<file path="config.mk">
export PLATFORM = sky130hd
export DESIGN_NAME = nano_lsu_hs
export DESIGN_NICKNAME = d
export VERILOG_FILES = /design/src/rtl/nano_lsu_hs.sv
export SDC_FILE = /design/constraint.sdc
export NUM_CORES = 1
export LEC_CHECK = 0
export ABC_AREA = 1
export BUFFER_PORTS_ARGS = -buffer_cell sky130_fd_sc_hd__buf_4
export CELL_PAD_IN_SITES_DETAIL_PLACEMENT = 1
export CELL_PAD_IN_SITES_GLOBAL_PLACEMENT = 2
export CORE_AREA = 8 8 155 157
export CTS_CLUSTER_DIAMETER = 50
export DETAILED_ROUTE_END_ITERATION = 7
export DIE_AREA = 0 0 163 165
export GPL_TIMING_DRIVEN = 0
export PLACE_DENSITY = 0.81
export SLEW_MARGIN = 20
export SYNTH_ARGS = -nofsm -noshare
export SYNTH_HDL_FRONTEND = slang
export SYNTH_SLANG_ARGS = --single-unit
</file>
<file path="constraint.sdc">
create_clock -name clk_i -period 1.7 [get_ports clk_i]
set_input_delay 0.17 -clock clk_i [delete_from_list [all_inputs] [get_ports clk_i]]
set_output_delay 0.17 -clock clk_i [all_outputs]
set_load 0.05 [all_outputs]
</file>
<file path="src/rtl/nano_lsu_hs.sv">
// Handshaked load/store unit: one outstanding access, lane steering and load extension.
// Optional ACCESS timeout is enabled by defining NANO_LSU_TIMEOUT_EN.
module nano_lsu_hs #(
  parameter int DATA_W      = 32,
  parameter int TIMEOUT_CYC = 16
) (
  input  logic                  clk_i,
  input  logic                  rst_i,
  input  logic                  req_valid_i,
  output logic                  req_ready_o,
  input  logic                  req_we_i,
  input  logic [2:0]            req_funct3_i,
  input  logic [31:0]           req_addr_i,
  input  logic [DATA_W-1:0]     req_wdata_i,
  output logic                  resp_valid_o,
  output logic [DATA_W-1:0]     resp_rdata_o,
  output logic                  resp_err_o,
  output logic [31:0]           d_addr_o,
  output logic [DATA_W-1:0]     d_data_o,
  output logic [DATA_W/8-1:0]   d_we_o,
  output logic                  d_rd_o,
  input  logic                  d_ack_i,
  input  logic [DATA_W-1:0]     d_data_i
);

  localparam int STRB_W = DATA_W / 8;
  localparam int LANE_W = $clog2(STRB_W);

  if (!(DATA_W == 32 || DATA_W == 64)) begin : g_bad_data_w
    $error("nano_lsu_hs: DATA_W must be 32 or 64");
  end
  if (TIMEOUT_CYC < 2 || TIMEOUT_CYC > 255) begin : g_bad_timeout
    $error("nano_lsu_hs: TIMEOUT_CYC must be in 2..255");
  end

  typedef enum logic [1:0] {
    ST_IDLE,
    ST_ACCESS,
    ST_RESP
  } state_t;

  state_t              state_reg, state_next;
  logic                err_reg, err_next;
  logic [31:0]         addr_reg;
  logic [2:0]          funct3_reg;
  logic                we_reg;
  logic [DATA_W-1:0]   wdata_reg;
  logic [DATA_W-1:0]   cap_reg;

  logic                accept;
  logic                f3_ok;
  logic                align_ok;
  logic                timeout_hit;

  assign accept = (state_reg == ST_IDLE) && req_valid_i;

  // Legality is judged on the incoming request so the FSM can skip ACCESS entirely.
  always_comb begin
    f3_ok = 1'b0;
    case (req_funct3_i)
      3'b000, 3'b001, 3'b010: f3_ok = 1'b1;
      3'b100, 3'b101:         f3_ok = !req_we_i;
      3'b011:                 f3_ok = (DATA_W == 64);
      3'b110:                 f3_ok = (DATA_W == 64) && !req_we_i;
      default:                f3_ok = 1'b0;
    endcase
  end

  always_comb begin
    align_ok = 1'b1;
    case (req_funct3_i[1:0])
      2'b01:   align_ok = (req_addr_i[0] == 1'b0);
      2'b10:   align_ok = (req_addr_i[1:0] == 2'b00);
      2'b11:   align_ok = (req_addr_i[2:0] == 3'b000);
      default: align_ok = 1'b1;
    endcase
  end

`ifdef NANO_LSU_TIMEOUT_EN
  logic [7:0] tmo_cnt_reg;

  always_ff @(posedge clk_i) begin
    if (rst_i) begin
      tmo_cnt_reg <= '0;
    end else if (accept) begin
      tmo_cnt_reg <= '0;
    end else if (state_reg == ST_ACCESS) begin
      tmo_cnt_reg <= tmo_cnt_reg + 8'd1;
    end
  end

  assign timeout_hit = (state_reg == ST_ACCESS) && (tmo_cnt_reg == 8'(TIMEOUT_CYC - 1));
`else
  assign timeout_hit = 1'b0;
`endif

  always_comb begin
    state_next = state_reg;
    err_next   = err_reg;
    case (state_reg)
      ST_IDLE: begin
        if (req_valid_i) begin
          state_next = (f3_ok && align_ok) ? ST_ACCESS : ST_RESP;
          err_next   = !(f3_ok && align_ok);
        end
      end
      ST_ACCESS: begin
        // An ack on the final allowed cycle still completes normally.
        if (d_ack_i) begin
          state_next = ST_RESP;
          err_next   = 1'b0;
        end else if (timeout_hit) begin
          state_next = ST_RESP;
          err_next   = 1'b1;
        end
      end
      ST_RESP: begin
        state_next = ST_IDLE;
        err_next   = 1'b0;
      end
      default: begin
        state_next = ST_IDLE;
        err_next   = 1'b0;
      end
    endcase
  end

  always_ff @(posedge clk_i) begin
    if (rst_i) begin
      state_reg  <= ST_IDLE;
      err_reg    <= 1'b0;
      addr_reg   <= '0;
      funct3_reg <= '0;
      we_reg     <= 1'b0;
      wdata_reg  <= '0;
      cap_reg    <= '0;
    end else begin
      state_reg <= state_next;
      err_reg   <= err_next;
      if (accept) begin
        addr_reg   <= req_addr_i;
        funct3_reg <= req_funct3_i;
        we_reg     <= req_we_i;
        wdata_reg  <= req_wdata_i;
      end
      if (state_reg == ST_ACCESS && d_ack_i) begin
        cap_reg <= d_data_i;
      end
    end
  end

  logic [LANE_W-1:0] lane;
  logic [LANE_W+2:0] shamt;
  logic [STRB_W-1:0] size_mask;
  logic              in_access;

  assign lane      = addr_reg[LANE_W-1:0];
  assign shamt     = {lane, 3'b000};
  assign in_access = (state_reg == ST_ACCESS);

  always_comb begin
    size_mask = '1;
    case (funct3_reg[1:0])
      2'b00:   size_mask = STRB_W'(1);
      2'b01:   size_mask = STRB_W'(3);
      2'b10:   size_mask = STRB_W'(15);
      default: size_mask = '1;
    endcase
  end

  assign req_ready_o = (state_reg == ST_IDLE);
  assign d_addr_o    = in_access ? {addr_reg[31:LANE_W], {LANE_W{1'b0}}} : '0;
  assign d_rd_o      = in_access && !we_reg;
  assign d_we_o      = (in_access && we_reg) ? (size_mask << lane) : '0;
  assign d_data_o    = in_access ? (wdata_reg << shamt) : '0;

  // Load extension: build byte/half/word views bit by bit; funct3[2] selects zero-extend.
  logic [DATA_W-1:0] ld_shift;
  logic [DATA_W-1:0] byte_ext, half_ext, word_ext;
  logic              b_sign, h_sign, w_sign;

  assign ld_shift = cap_reg >> shamt;
  assign b_sign   = !funct3_reg[2] && ld_shift[7];
  assign h_sign   = !funct3_reg[2] && ld_shift[15];
  assign w_sign   = !funct3_reg[2] && ld_shift[31];

  for (genvar gi = 0; gi < DATA_W; gi++) begin : g_ext
    if (gi < 8) begin : g_b0
      assign byte_ext[gi] = ld_shift[gi];
      assign half_ext[gi] = ld_shift[gi];
      assign word_ext[gi] = ld_shift[gi];
    end else if (gi < 16) begin : g_b1
      assign byte_ext[gi] = b_sign;
      assign half_ext[gi] = ld_shift[gi];
      assign word_ext[gi] = ld_shift[gi];
    end else if (gi < 32) begin : g_b23
      assign byte_ext[gi] = b_sign;
      assign half_ext[gi] = h_sign;
      assign word_ext[gi] = ld_shift[gi];
    end else begin : g_hi
      assign byte_ext[gi] = b_sign;
      assign half_ext[gi] = h_sign;
      assign word_ext[gi] = w_sign;
    end
  end

  assign resp_valid_o = (state_reg == ST_RESP);
  assign resp_err_o   = resp_valid_o && err_reg;

  always_comb begin
    resp_rdata_o = '0;
    if (resp_valid_o && !err_reg && !we_reg) begin
      case (funct3_reg[1:0])
        2'b00:   resp_rdata_o = byte_ext;
        2'b01:   resp_rdata_o = half_ext;
        2'b10:   resp_rdata_o = word_ext;
        default: resp_rdata_o = ld_shift;
      endcase
    end
  end

endmodule

</file>
==> flow_metrics.py <==
metrics = {
    "synth": {
        "synthSimpleGateAreaFrac_pct": 22.2,
        "synth_top_family_by_area": "compound AO/OA/AOI/OAI gates",
        "synthFlopType": "dfxtp_1",
        "synth_compound_area_share_pct": 24.3,
        "synth_edf_count": 0,
        "synth_fa_ha_area_share_pct": 0,
        "muxShareOfSynthArea_pct": 3.02,
        "synth_seq_area_share_pct": 38.9,
        "ys_ff_latch": 103,
        "synth-async-reset-ratio_pct": 0,
        "synth_cells": 781,
        "yosysWarnings": 0,
        "syn-cell-area_sq_um": 5300,
        "synthXorXnorAreaFrac_pct": 0,
        "avgSynthCellArea_sq_um": 6.78,
        "synth_cell_types": 28,
    },
    "placement": {
        "hpwlAfterDp_mm": 19.0,
        "gp_congestion": 0.850,
        "place_area_sq_um": 7470,
        "port_buffers": 205,
    },
    "cells_and_area": {
        "stdcell_area_sq_um": 9100,
        "multi_input_area_sq_um": 3300,
        "layout-drive-gt1-share_pct": 46.9,
        "nFillCells": 2600,
        "post-route-util_pct": 42.3,
        "diodes": 0,
        "nNetsFinal": 1124,
        "final_common_cell": "buf_4",
        "layout_common_cells": "buf_4, nor2_1, dfxtp_1",
        "seq_area_sq_um": 2080,
        "area_growth_pct": 71.7,
    },
    "timing": {
        "clock-skew-final_ps": 6.62,
        "slew_viol_final": 0,
        "rsz0062_at_grt": "true",
        "period_share_pct": 114,
        "fmax_mhz": 515,
        "setup_ws_ps": -240,
        "holdWs_ps": 38.4,
        "hold_viol": 0,
        "finalCriticalPeriod_ps": 1940,
        "setup_viol": 69,
    },
    "route": {
        "wl_per_cell_um": 18.8,
        "vias_per_cell": 4.66,
        "via_count": 6083,
        "routed_wl_mm": 24.5,
        "first_pass_iters": 4,
        "ant_nets": 0,
        "drc": 0,
        "drt_iter0_drc": 289,
    },
    "grt": {
        "grt_pass1_wl_mm": 37.3,
        "overflow": 0,
        "grt_use_total_pct": 17.9,
        "grt_pass1_vias": 6519,
        "grt_max_degree": 18,
        "antenna_found_initial": 0,
    },
    "critical_path": {
        "critPathCaptureType": "output pin",
        "crit_chain": "buf_8 -> buf_6 -> buf_8 -> o211ai_1 -> a21oi_4 -> buf_8",
        "crit_top_cell": "buf_8",
        "worst_ep_arrival_time_ps": 1770,
        "startpoint_type": "flip-flop",
        "cp_max_fo": 10,
        "crit_type": "flip-flop to output pin",
        "max_stage_delay_ps": 380,
        "slowest_stage": "dfxtp_4",
        "required_ps": 1530,
    },
    "floorplanning": {
        "start_util_pct": 24.7,
        "die-area_sq_um": 26900,
        "core_sq_um": 21500,
        "pin_count": 208,
        "die_w_um": 163,
        "core.rowCount": 54,
        "die_y_um": 165,
    },
    "clock_network": {
        "cts-buffers-inserted": 9,
        "cts.sink_count": 103,
        "clockBufferDepth": 2,
        "cts-root-buf": "clkbuf_16",
        "clkTransAtPathRegs_ps": 70,
        "htree_levels": 3,
        "clk_latency_ps": 360,
        "cts_tree": "yes",
    },
    "flow_run": {
        "timing.max_cap.violations": 0,
    },
    "power": {
        "leakage_uw": 0.00373,
        "ir_drop_v": 0.000431,
        "power.density_nw_per_um2": 768,
    },
    "hold_path": {
        "hp-class": "input pin to flip-flop",
    },
    "run_status": {
        "status": "finished, violations left",
        "violations": "negative setup slack",
    },
}
[report_power, final]
group | switching [uW] | leakage (uW) | internal (uW)
Combinational | 1220 | 0.00274 | 840
Clock | 1000 | 0.000147 | 1190
Sequential | 142 | 0.000851 | 2590
Total | 2360 | 0.00373 | 4630
[cells by family after synthesis]
kind of cell           count (synthesis)
AOI/OAI and AO/OA                    248
buffers and inverters                137
DFF                                  103
muxes                                 16
other                                  1
and+or+nand+nor                      276
[path summary, 6_finish.rpt]
| kind | from | depth (start not counted) | slack (ps) | end |
|---|---|---|---|---|
| min reg2reg | addr_reg[13]$_SDFFE_PP0P_ | 2 | 460 | addr_reg[13]$_SDFFE_PP0P_ |
| max reg2reg | state_reg[1]$_SDFFE_PP0P_ | 9 | 100 | cap_reg[18]$_SDFFE_PP0P_ |
| min | d_data_i[15] | 3 | 40 | cap_reg[15]$_SDFFE_PP0P_ |
| max | addr_reg[0]$_SDFFE_PP0P_ | 6 | -240 | resp_rdata_o[0] |
[metrics by stage]
step / setup TNS, ps / power [uW] / std cells / setup slack (ps)
3_3_place_gp: -5460 / 4400 / 1267 / -254
3_5_place_dp: -6280 / 4430 / 1267 / -278
5_1_grt: -14380 / 7350 / 1304 / -287
4_1_cts: -10800 / 6930 / 1295 / -232
2_1_floorplan: -2690 / 3810 / 782 / -214
6_report: -9380 / 6990 / 1304 / -240
[synthesized netlist by cell type (9+ instances only)]
| cell | count | area share, % |
|---|---|---|
| buf_2 | 24 | 2.3 |
| dfxtp_1 | 103 | 39 |
| nand2_2 | 15 | 1.8 |
| inv_1 | 58 | 4.1 |
| nand3_1 | 12 | 1.1 |
| o21ai_0 | 47 | 4.4 |
| o22ai_1 | 16 | 1.9 |
| inv_2 | 16 | 1.1 |
| a21oi_1 | 92 | 8.7 |
| nand2_1 | 68 | 4.8 |
| mux2i_1 | 16 | 3.0 |
| o21ai_1 | 84 | 7.9 |
| buf_4 | 9 | 1.3 |
| clkbuf_1 | 24 | 1.7 |
| nor2_1 | 161 | 11 |
[area by class of cell]
class / count / share of cell area (%)
multi-input combinational: 542 / 36.3
buffer: 62 / 6.33
timing repair buffer: 227 / 23.8
inverter: 75 / 3.58
tap: 280 / 3.85
clock buffer: 10 / 2.63
clock inverter: 5 / 0.729
sequential: 103 / 22.8
[repair_timing]
item	in CTS	in global routing
pin swaps	13	9
gates resized for setup	194	151
hold buffers	1	0
endpoints found under the hold margin	2	0
gates cloned	2	1
endpoints found under the setup margin	98	99
buffers inserted	10	8
[per-layer routing]
layer  global-route usage (%)  vias up  share of wire (%)
li1                         -     3027                  -
met1                     21.3     2850                 42
met2                     29.6      177                 47
met3                     5.78       29                8.3
met4                     7.13        0                2.5
met5                        0        -                  0
[worst max-delay path: cells and delay by family (launching register included)]
family	cells	cell delay (ps)
flip-flops	1	380
AO/OA/AOI/OAI	2	430
buffers and inverters	4	600
Note: power is estimated with default switching activity, not from simulation.
